$ cat src/rtl/instr_encoder.sv
// Instruction encoder: turns instruction descriptors into 32-bit MIPS words,
// queues them in a small FIFO and writes them sequentially into instruction
// memory through a request/acknowledge port.
//
// Handshake semantics (both sides):
//   - Input side: a descriptor transfers on a rising edge where
//     in_valid & in_ready. in_ready never looks at in_valid or at a pop
//     happening in the same cycle, so a full FIFO stays not-ready even
//     while the head is being written out.
//   - IM side: im_we/im_addr/im_wdata are held stable from the first cycle
//     of a write until the edge where im_ack is high; that edge retires the
//     word. im_ack outside a write is ignored.
module instr_encoder #(
  parameter int          DEPTH     = 4,
  parameter logic [31:0] BASE_ADDR = 32'h0000_3000,
  parameter int          MAX_WORDS = 1024
) (
  input  logic        clk,
  input  logic        reset,
  input  logic        in_valid,
  output logic        in_ready,
  input  logic [4:0]  in_kind,
  input  logic [4:0]  in_rs,
  input  logic [4:0]  in_rt,
  input  logic [4:0]  in_rd,
  input  logic [25:0] in_imm,
  input  logic        in_last,
  output logic        im_we,
  output logic [31:0] im_addr,
  output logic [31:0] im_wdata,
  input  logic        im_ack,
  output logic        done,
  output logic        err,
  output logic [10:0] count,
  output logic [1:0]  dbg_state
);

  localparam int          AW    = $clog2(DEPTH);
  localparam logic [10:0] MAX_W = 11'(MAX_WORDS);

  typedef enum logic [1:0] {
    S_IDLE  = 2'd0,
    S_WRITE = 2'd1,
    S_DONE  = 2'd2
  } state_t;

  state_t        r_state;
  state_t        w_state_nxt;

  // FIFO entry: {last, word}
  logic [32:0]   r_mem [DEPTH];
  logic [AW:0]   r_wptr;
  logic [AW:0]   r_rptr;
  logic          r_live;
  logic [10:0]   r_accepted;
  logic [10:0]   r_count;
  logic [31:0]   r_addr;
  logic          r_err;

  logic [31:0]   w_word;
  logic          w_illegal;
  logic          w_full;
  logic          w_empty;
  logic          w_empty_after_pop;
  logic          w_at_limit;
  logic          w_last_slot;
  logic          w_last;
  logic          w_push;
  logic          w_pop;
  logic [32:0]   w_head;
  logic [AW:0]   w_rptr_inc;

  // Combinational encoding of the presented descriptor
  always_comb begin
    w_word    = 32'h0000_0000;
    w_illegal = 1'b0;
    case (in_kind)
      5'd0:  w_word = {6'h00, in_rs, in_rt, in_rd, 5'h00, 6'h20}; // add
      5'd1:  w_word = {6'h00, in_rs, in_rt, in_rd, 5'h00, 6'h21}; // addu
      5'd2:  w_word = {6'h00, in_rs, in_rt, in_rd, 5'h00, 6'h22}; // sub
      5'd3:  w_word = {6'h00, in_rs, in_rt, in_rd, 5'h00, 6'h23}; // subu
      5'd4:  w_word = {6'h00, in_rs, in_rt, in_rd, 5'h00, 6'h24}; // and
      5'd5:  w_word = {6'h00, in_rs, in_rt, in_rd, 5'h00, 6'h25}; // or
      5'd6:  w_word = {6'h00, in_rs, in_rt, in_rd, 5'h00, 6'h2A}; // slt
      5'd7:  w_word = {6'h00, in_rs, in_rt, in_rd, 5'h00, 6'h2B}; // sltu
      5'd8:  w_word = {6'h00, in_rs, 15'h0000, 6'h08};            // jr
      5'd9:  w_word = {6'h08, in_rs, in_rt, in_imm[15:0]};        // addi
      5'd10: w_word = {6'h09, in_rs, in_rt, in_imm[15:0]};        // addiu
      5'd11: w_word = {6'h0C, in_rs, in_rt, in_imm[15:0]};        // andi
      5'd12: w_word = {6'h0D, in_rs, in_rt, in_imm[15:0]};        // ori
      5'd13: w_word = {6'h0F, 5'h00, in_rt, in_imm[15:0]};        // lui
      5'd14: w_word = {6'h23, in_rs, in_rt, in_imm[15:0]};        // lw
      5'd15: w_word = {6'h21, in_rs, in_rt, in_imm[15:0]};        // lh
      5'd16: w_word = {6'h20, in_rs, in_rt, in_imm[15:0]};        // lb
      5'd17: w_word = {6'h2B, in_rs, in_rt, in_imm[15:0]};        // sw
      5'd18: w_word = {6'h29, in_rs, in_rt, in_imm[15:0]};        // sh
      5'd19: w_word = {6'h28, in_rs, in_rt, in_imm[15:0]};        // sb
      5'd20: w_word = {6'h04, in_rs, in_rt, in_imm[15:0]};        // beq
      5'd21: w_word = {6'h05, in_rs, in_rt, in_imm[15:0]};        // bne
      5'd22: w_word = {6'h02, in_imm};                            // j
      5'd23: w_word = {6'h03, in_imm};                            // jal
      default: begin
        w_word    = 32'h0000_0000; // illegal kinds become a nop
        w_illegal = 1'b1;
      end
    endcase
  end

  assign w_rptr_inc        = r_rptr + {{AW{1'b0}}, 1'b1};
  assign w_full            = (r_wptr[AW] != r_rptr[AW]) &&
                             (r_wptr[AW-1:0] == r_rptr[AW-1:0]);
  assign w_empty           = (r_wptr == r_rptr);
  assign w_at_limit        = (r_accepted >= MAX_W);
  assign w_last_slot       = (r_accepted == (MAX_W - 11'd1));
  // The final descriptor the program may hold is treated as last
  assign w_last            = in_last | w_last_slot;
  assign in_ready          = r_live & ~w_full & (r_state != S_DONE) & ~w_at_limit;
  assign w_push            = in_valid & in_ready;
  assign w_pop             = (r_state == S_WRITE) & im_ack;
  assign w_head            = r_mem[r_rptr[AW-1:0]];
  assign w_empty_after_pop = (w_rptr_inc == r_wptr) & ~w_push;

  // FIFO storage; contents need no reset since the pointers qualify them
  always_ff @(posedge clk) begin
    if (w_push) r_mem[r_wptr[AW-1:0]] <= {w_last, w_word};
  end

  // State register
  always_ff @(posedge clk or negedge reset) begin
    if (!reset) r_state <= S_IDLE;
    else        r_state <= w_state_nxt;
  end

  // Next-state logic for the IM write sequencer
  always_comb begin
    w_state_nxt = r_state;
    case (r_state)
      S_IDLE:  if (!w_empty) w_state_nxt = S_WRITE;
      S_WRITE: begin
        if (im_ack) begin
          if (w_head[32])             w_state_nxt = S_DONE;
          else if (w_empty_after_pop) w_state_nxt = S_IDLE;
        end
      end
      S_DONE:  w_state_nxt = S_DONE;
      default: w_state_nxt = S_IDLE;
    endcase
  end

  // Pointers, counters, write address and sticky error
  always_ff @(posedge clk or negedge reset) begin
    if (!reset) begin
      r_live     <= 1'b0;
      r_wptr     <= '0;
      r_rptr     <= '0;
      r_accepted <= '0;
      r_count    <= '0;
      r_addr     <= BASE_ADDR;
      r_err      <= 1'b0;
    end else begin
      r_live <= 1'b1;
      if (w_push) begin
        r_wptr     <= r_wptr + {{AW{1'b0}}, 1'b1};
        r_accepted <= r_accepted + 11'd1;
      end
      if (w_pop) begin
        r_rptr <= w_rptr_inc;
        r_addr <= r_addr + 32'd4;
        if (r_count < MAX_W) r_count <= r_count + 11'd1;
      end
      if ((w_push && w_illegal) || (r_live && in_valid && w_at_limit))
        r_err <= 1'b1;
    end
  end

  assign im_we     = (r_state == S_WRITE);
  assign im_wdata  = im_we ? w_head[31:0] : 32'h0000_0000;
  assign im_addr   = r_addr;
  assign done      = (r_state == S_DONE);
  assign err       = r_err;
  assign count     = r_count;
  assign dbg_state = r_state;

endmodule

$ cat config.mk
export PLATFORM = sky130hd
export DESIGN_NAME = instr_encoder
export DESIGN_NICKNAME = d
export VERILOG_FILES = /design/src/rtl/instr_encoder.sv
export SDC_FILE = /design/constraint.sdc
export NUM_CORES = 1
export LEC_CHECK = 0
export CAP_MARGIN = 20
export CORE_MARGIN = 1
export CORE_UTILIZATION = 25
export CTS_CLUSTER_DIAMETER = 120
export DETAILED_ROUTE_END_ITERATION = 12
export HOLD_SLACK_MARGIN = 0.1
export PLACE_DENSITY = 0.51
export SYNTH_ARGS = -nofsm -noshare
export SYNTH_HDL_FRONTEND = slang
export SYNTH_SLANG_ARGS = --single-unit
$ cat constraint.sdc
create_clock -name clk -period 3.1 [get_ports clk]
set_input_delay 0.465 -clock clk [delete_from_list [all_inputs] [get_ports clk]]
set_output_delay 0.465 -clock clk [all_outputs]
set_load 0.005 [all_outputs]
; ---- After elaboration in Yosys (flattened, before gate mapping)
; Memories as Yosys holds them, arrays and structs flattened.
; Cells that the tools add are included.
[totals]
regBits = 64
mem_bits_rw = 132
in_bits = 51
out_inout_bits = 81
elab_cells = 80
mem_count = 1
[classes]
add_sub_neg = 5
order_cmp = 2
n_eq_ne = 34
n_mux = 10
n_bitwise = 10
reduce_logical = 10
[memory_table]
columns = memory, words, word_bits, rd, rd_ports_with_merged_regs, write_ports, line
row1 = r_mem, 4, 33, 1, 0, 1, 51  ; logic [32:0] r_mem [DEPTH];
[op_table]
columns = operator, n
row1 = $pmux 32 s24, 1
row2 = $eq 5x4->1 const B, 8
row3 = $eq 5x5->1 const B, 8
row4 = $add 32x3->32 const B, 1
row5 = $mux 32, 1
row6 = $reduce_or 24->1, 1
row7 = $add 11x1->11 const B, 2
row8 = $eq 5x3->1 const B, 4
row9 = $eq 11x10->1 const B, 1
row10 = $ge 11x11->1 const B, 1
row11 = $lt 11x11->1 const B, 1
row12 = $eq 5x2->1 const B, 2
row13 = $mux 2, 4
row14 = $add 3x1->3 const B, 2
row15 = $and 1x1->1, 6
row16 = $eq 3x3->1, 2
row17 = $pmux 2 s3, 1
row18 = $eq 5x1->1 const B, 1
row19 = $logic_not 5->1, 1
row20 = $logic_and 1x1->1, 4
row21 = $ne 2x2->1 const B, 2
row22 = $mux 1, 3
row23 = $ne 3x1->1 const B, 1
row24 = $not 1->1, 3
row25 = other kinds (10), 10

; ---- Logic depth before layout (Yosys ltp)
[depth]
depth_word = 13
ltp_mapped = 6
ltp_nobuf = 5

; ---- Worst setup path after synthesis
; Ideal clock, no wire load.
[synth_path]
path_kind = register to register
startpoint = register r_rptr[1]
endpoint = memory r_mem[1][0] (enable)
setup_ps = 392
arrival_time_ps = 2170
required_ps = 2708
setup_slack_ps = 538
path_stages_with_launch = 6
path_buffers = 2
period_less_slack_ps = 2562
path_cell_list = dfrtp_1 > buf_4 > xnor2_1 > a311oi_4 > buf_6 > and3_1
[synth_via]
elab_chain_len = 9
[synth_lines]
columns = item, line
row1 = "start, declared", 53  ; logic [AW:0] r_rptr;
row2 = "start signal, assigned", 167  ; r_rptr <= w_rptr_inc;
row3 = $eq 2x2->1, 111  ; (r_wptr[AW-1:0] == r_rptr[AW-1:0]);
row4 = $logic_and 1x1->1, 110  ; assign w_full = (r_wptr[AW] != r_rptr[AW]) &&
row5 = $not 1->1, 117  ; assign in_ready = r_live & ~w_full & (r_state != S_DONE) & ~w_at_limit;
row6 = $and 1x1->1 (3 in a row), 117
row7 = named net in_ready, 21  ; output logic in_ready,
row8 = $and 1x1->1, 118  ; assign w_push = in_valid & in_ready;
row9 = $mux 1, 125  ; if (w_push) r_mem[r_wptr[AW-1:0]] <= {w_last, w_word};
row10 = $mux 1 (not written as such), 125
row11 = "end, declared", 51
; The timed path passes the listed nets, and every way through them passes these cells.

; ---- Worst setup path after layout
[layout_path]
startpoint = register r_rptr[0]
endpoint = output im_wdata[26]
[layout_via]
elab_chain_len = 2
[layout_lines]
columns = item, line
row1 = $mem_v2 4x33, --
row2 = $mux 32, 177  ; assign im_wdata = im_we ? w_head[31:0] : 32'h0000_0000;
row3 = "end, declared", 30  ; output logic [31:0] im_wdata,
; No other way between the ends.

==> run_results.csv <==
group,metric,value,unit
status,status,"finished clean",
cells_and_area,fillCellCount,3204,
setup_path,critPathCaptureType,"primary output",
setup_path,arrival,2460,ps
placement,post-place-ws,402.5,ps
pwr,power.density,466.5,nW/um^2
detailed_routing,drc_errors,0,
global_routing,antenna_found_initial,1,
pwr,p_leak,3.736,nW
synth,ys.flop_type,"edfxtp_1",
setup_path,cp.required,2630,ps
cts,post_cts_buffers,0,
setup_path,crit_slowest_cell,"dfrtp_2",
placement,place_area,10190,um^2
timing,slew_headroom,0.5075,
timing,slew_violations,0,
setup_path,cp-start-kind,"register",
timing,fin_setup_tns,0,ps
cts,cts_sinks,190,
synth,synth_area,8260,um^2
cts,cts_root_buf,"clkbuf_16",
cts,clkLatencyLatePin,430,ps
setup_path,path_max_fanout,9,
cts,clockBufferDepth,2,
synth,synth_cell_type_count,49,
global_routing,grt_start_max_net_pins,45,
timing,hold_ws,410.1,ps
timing,fmax,341.8,MHz
floorplan,start_util,0.2539,
synth,synth-compound-area-share,0.04332,
setup_path,crit_start,"r_rptr[0]",
timing,final.setup.worst_slack,174.2,ps
cells_and_area,syn2layout_area_growth,30.66,%
detailed_routing,ant_nets,0,
placement,gp_congestion,0.7507,
synth,ys_ff_latch,190,
floorplan,core,32540,um^2
synth,postSynthCellCount,543,
cts,cts_tree,"done",
cells_and_area,regArea,5400,um^2
setup_path,cpPeakStageDelay,570,ps
floorplan,die_area,33770,um^2
detailed_routing,firstDrtPassIters,4,
timing,tightestPinTransition,732.2,ps
timing,setup_violations,0,
synth,async_flop_share,0.3263,
cts,path_clk_slew,70,ps
pwr,power.total,5.035,mW
cells_and_area,drive_gt1_frac,0.1496,
detailed_routing,wl_per_cell,16.19,um
synth,muxShareOfSynthArea,0.09224,
placement,portBuffers,128,
setup_path,path_cells,"buf_4 -> mux4_2 -> nor2b_1 -> clkdlybuf4s50_1",
synth,synth_edf_count,128,
cells_and_area,final_cell_area,10790,um^2
global_routing,grt_usage,0.1137,
setup_path,rr_startpoint,"r_rptr[0]",
floorplan,die_h,183.8,um
cts,htree_levels,4,
pwr,max-vdd-ir-drop,0.3547,mV
floorplan,dieWidth,183.8,um
cts,cts_inserted_buffers,17,
global_routing,grt_overflow,0,
job,drv_cap,0,
cells_and_area,nNetsFinal,750,
synth,synth_top_family_by_area,"simple AND/OR/NAND/NOR gates",
synth,synth_warnings,0,
synth,yosys.area_share.simple,0.1144,
detailed_routing,num_vias,4887,
timing,rsz0062_at_grt,"false",
synth,yosysSeqAreaShare,0.6534,
detailed_routing,via_per_inst,4.268,
detailed_routing,drt_iter0_markers,319,
timing,finalHoldViolCount,0,
timing,finClkSkew,11.62,ps
floorplan,num_rows,66,
timing,fin_crit,2926,ps
cells_and_area,multi_input_area,2704,um^2
placement,hpwl,12.40,mm
timing,min_period_over_period,0.9438,
synth,syn_avg_cell_area,15.21,um^2
global_routing,grt_pass1_vias,4930,
synth,synthAdderAreaFrac,0.01363,
floorplan,io_pins,132,
setup_path,critPathKind,"register to primary output",
synth,synth-xor-area-share,0.06044,
detailed_routing,drt_wl_total,18.54,mm
global_routing,grt_pass1_wl,28.61,mm
worst_hold_path,hold_path_class,"input pin to asynchronous set/reset pin",
==> power by group <==
| group | total (mW) | leakage [nW] | switching (mW) | internal [mW] |
|---|---|---|---|---|
| registers | 2.72 | 1.86 | 0.000346 | 2.72 |
| logic | 0.195 | 1.59 | 0.101 | 0.0943 |
| clock network | 2.12 | 0.281 | 1.04 | 1.07 |
==> metrics by stage <==
step                std cells  utilization
floorplan                 545            -
global placement         1111       0.3131
detailed placement       1111       0.3131
CTS                      1142       0.3306
global route             1144       0.3316
finish                   1145       0.3317
==> area by class of cell <==
class / count / area share
clock buffers: 17 / 0.03942
repair buffers: 152 / 0.1410
inverters: 12 / 0.004173
multi-input cells: 317 / 0.2505
well taps: 442 / 0.05124
diodes: 1 / 0.0002319
clock inverters: 14 / 0.01310
flip-flops and latches: 190 / 0.5003
==> Yosys cell counts, types with 6 or more instances <==
master | count | share of area
mux4_2 | 32 | 0.087
dfrtp_1 | 60 | 0.18
nor2_1 | 15 | 0.0068
nand2_1 | 29 | 0.013
and2_1 | 9 | 0.0068
nand3_1 | 20 | 0.012
a22o_1 | 17 | 0.018
nor3_1 | 6 | 0.0036
and3_1 | 13 | 0.0098
edfxtp_1 | 128 | 0.47
buf_4 | 6 | 0.0055
clkbuf_1 | 13 | 0.0059
ha_1 | 9 | 0.014
nor2b_1 | 36 | 0.027
xor2_1 | 15 | 0.016
a21oi_1 | 6 | 0.0036
inv_1 | 12 | 0.0055
nand4_1 | 16 | 0.012
xnor2_1 | 42 | 0.045
==> worst max-delay path, delay by kind of cell (launching register included) <==
kind | cells | cell delay [ps]
flip-flops | 1 | 570
AND/OR/NAND/NOR | 1 | 170
buffers and inverters | 2 | 770
multiplexers | 1 | 530
==> cells by family (layout without fill, tap and decap cells) <==
| kind of cell | after synthesis | after routing |
|---|---|---|
| mux | 35 | 35 |
| xor+xnor | 57 | 57 |
| buf+inv | 38 | 195 |
| other cells | 2 | 5 |
| compound gates | 46 | 46 |
| flops | 190 | 190 |
| simple gates | 166 | 166 |
| fa+ha+maj | 9 | 9 |
==> path summary, 6_finish.rpt <==
kind	end	slack, ps	cells after the start
min	im_addr[16]	410	2
min in group clk	im_addr[31]	470	1
min reg2reg	im_addr[31]	470	1
max reg2reg	r_mem[3][26]	860	5
max in group asynchronous	dbg_state[0]	2000	4
max	im_wdata[26]	170	4
==> flip-flops by register name, indices dropped and copies added (netlist names) <==
register	count
err	1
r_accepted	11
r_mem	128
r_live	1
r_rptr	3
r_wptr	3
count	11
im_addr	30
dbg_state	2
==> per-layer routing <==
| metal | global-route usage | part of all wire | vias to the layer above | routed length (um) |
|---|---|---|---|---|
| li1 | - | - | 2328 | - |
| met1 | 0.1520 | 0.47 | 2427 | 8699 |
| met2 | 0.1818 | 0.48 | 122 | 8840 |
| met3 | 0.02655 | 0.045 | 10 | 828 |
| met4 | 0.03600 | 0.0094 | 0 | 174 |
| met5 | 0 | 0 | - | 0 |
==> cells in the final DEF, fill, tap and decap left out, drive strengths merged, types with 6 or more instances in the layout <==
| cell type | netlist | routed |
|---|---|---|
| a21oi | 6 | 6 |
| edfxtp | 128 | 128 |
| nor2b | 36 | 36 |
| clkdlybuf4s50 | 0 | 127 |
| buf | 13 | 24 |
| ha | 9 | 9 |
| nor2 | 16 | 16 |
| and2 | 9 | 9 |
| and3 | 13 | 13 |
| nand3 | 20 | 20 |
| nor3 | 6 | 6 |
| nand2 | 30 | 30 |
| inv | 12 | 21 |
| nand4 | 16 | 16 |
| mux4 | 32 | 32 |
| xor2 | 15 | 15 |
| clkbuf | 13 | 17 |
| a22o | 17 | 17 |
| dfrtp | 60 | 60 |
| xnor2 | 42 | 42 |
==> what timing repair did <==
| item | 4_1_cts | 5_1_grt |
|---|---|---|
| resized for setup | 0 | 1 |
| setup endpoints to repair | 0 | 1 |
| hold buffers | 0 | 1 |
| hold endpoints to repair | 0 | 6 |
Note: power is estimated with default switching activity, not from simulation.
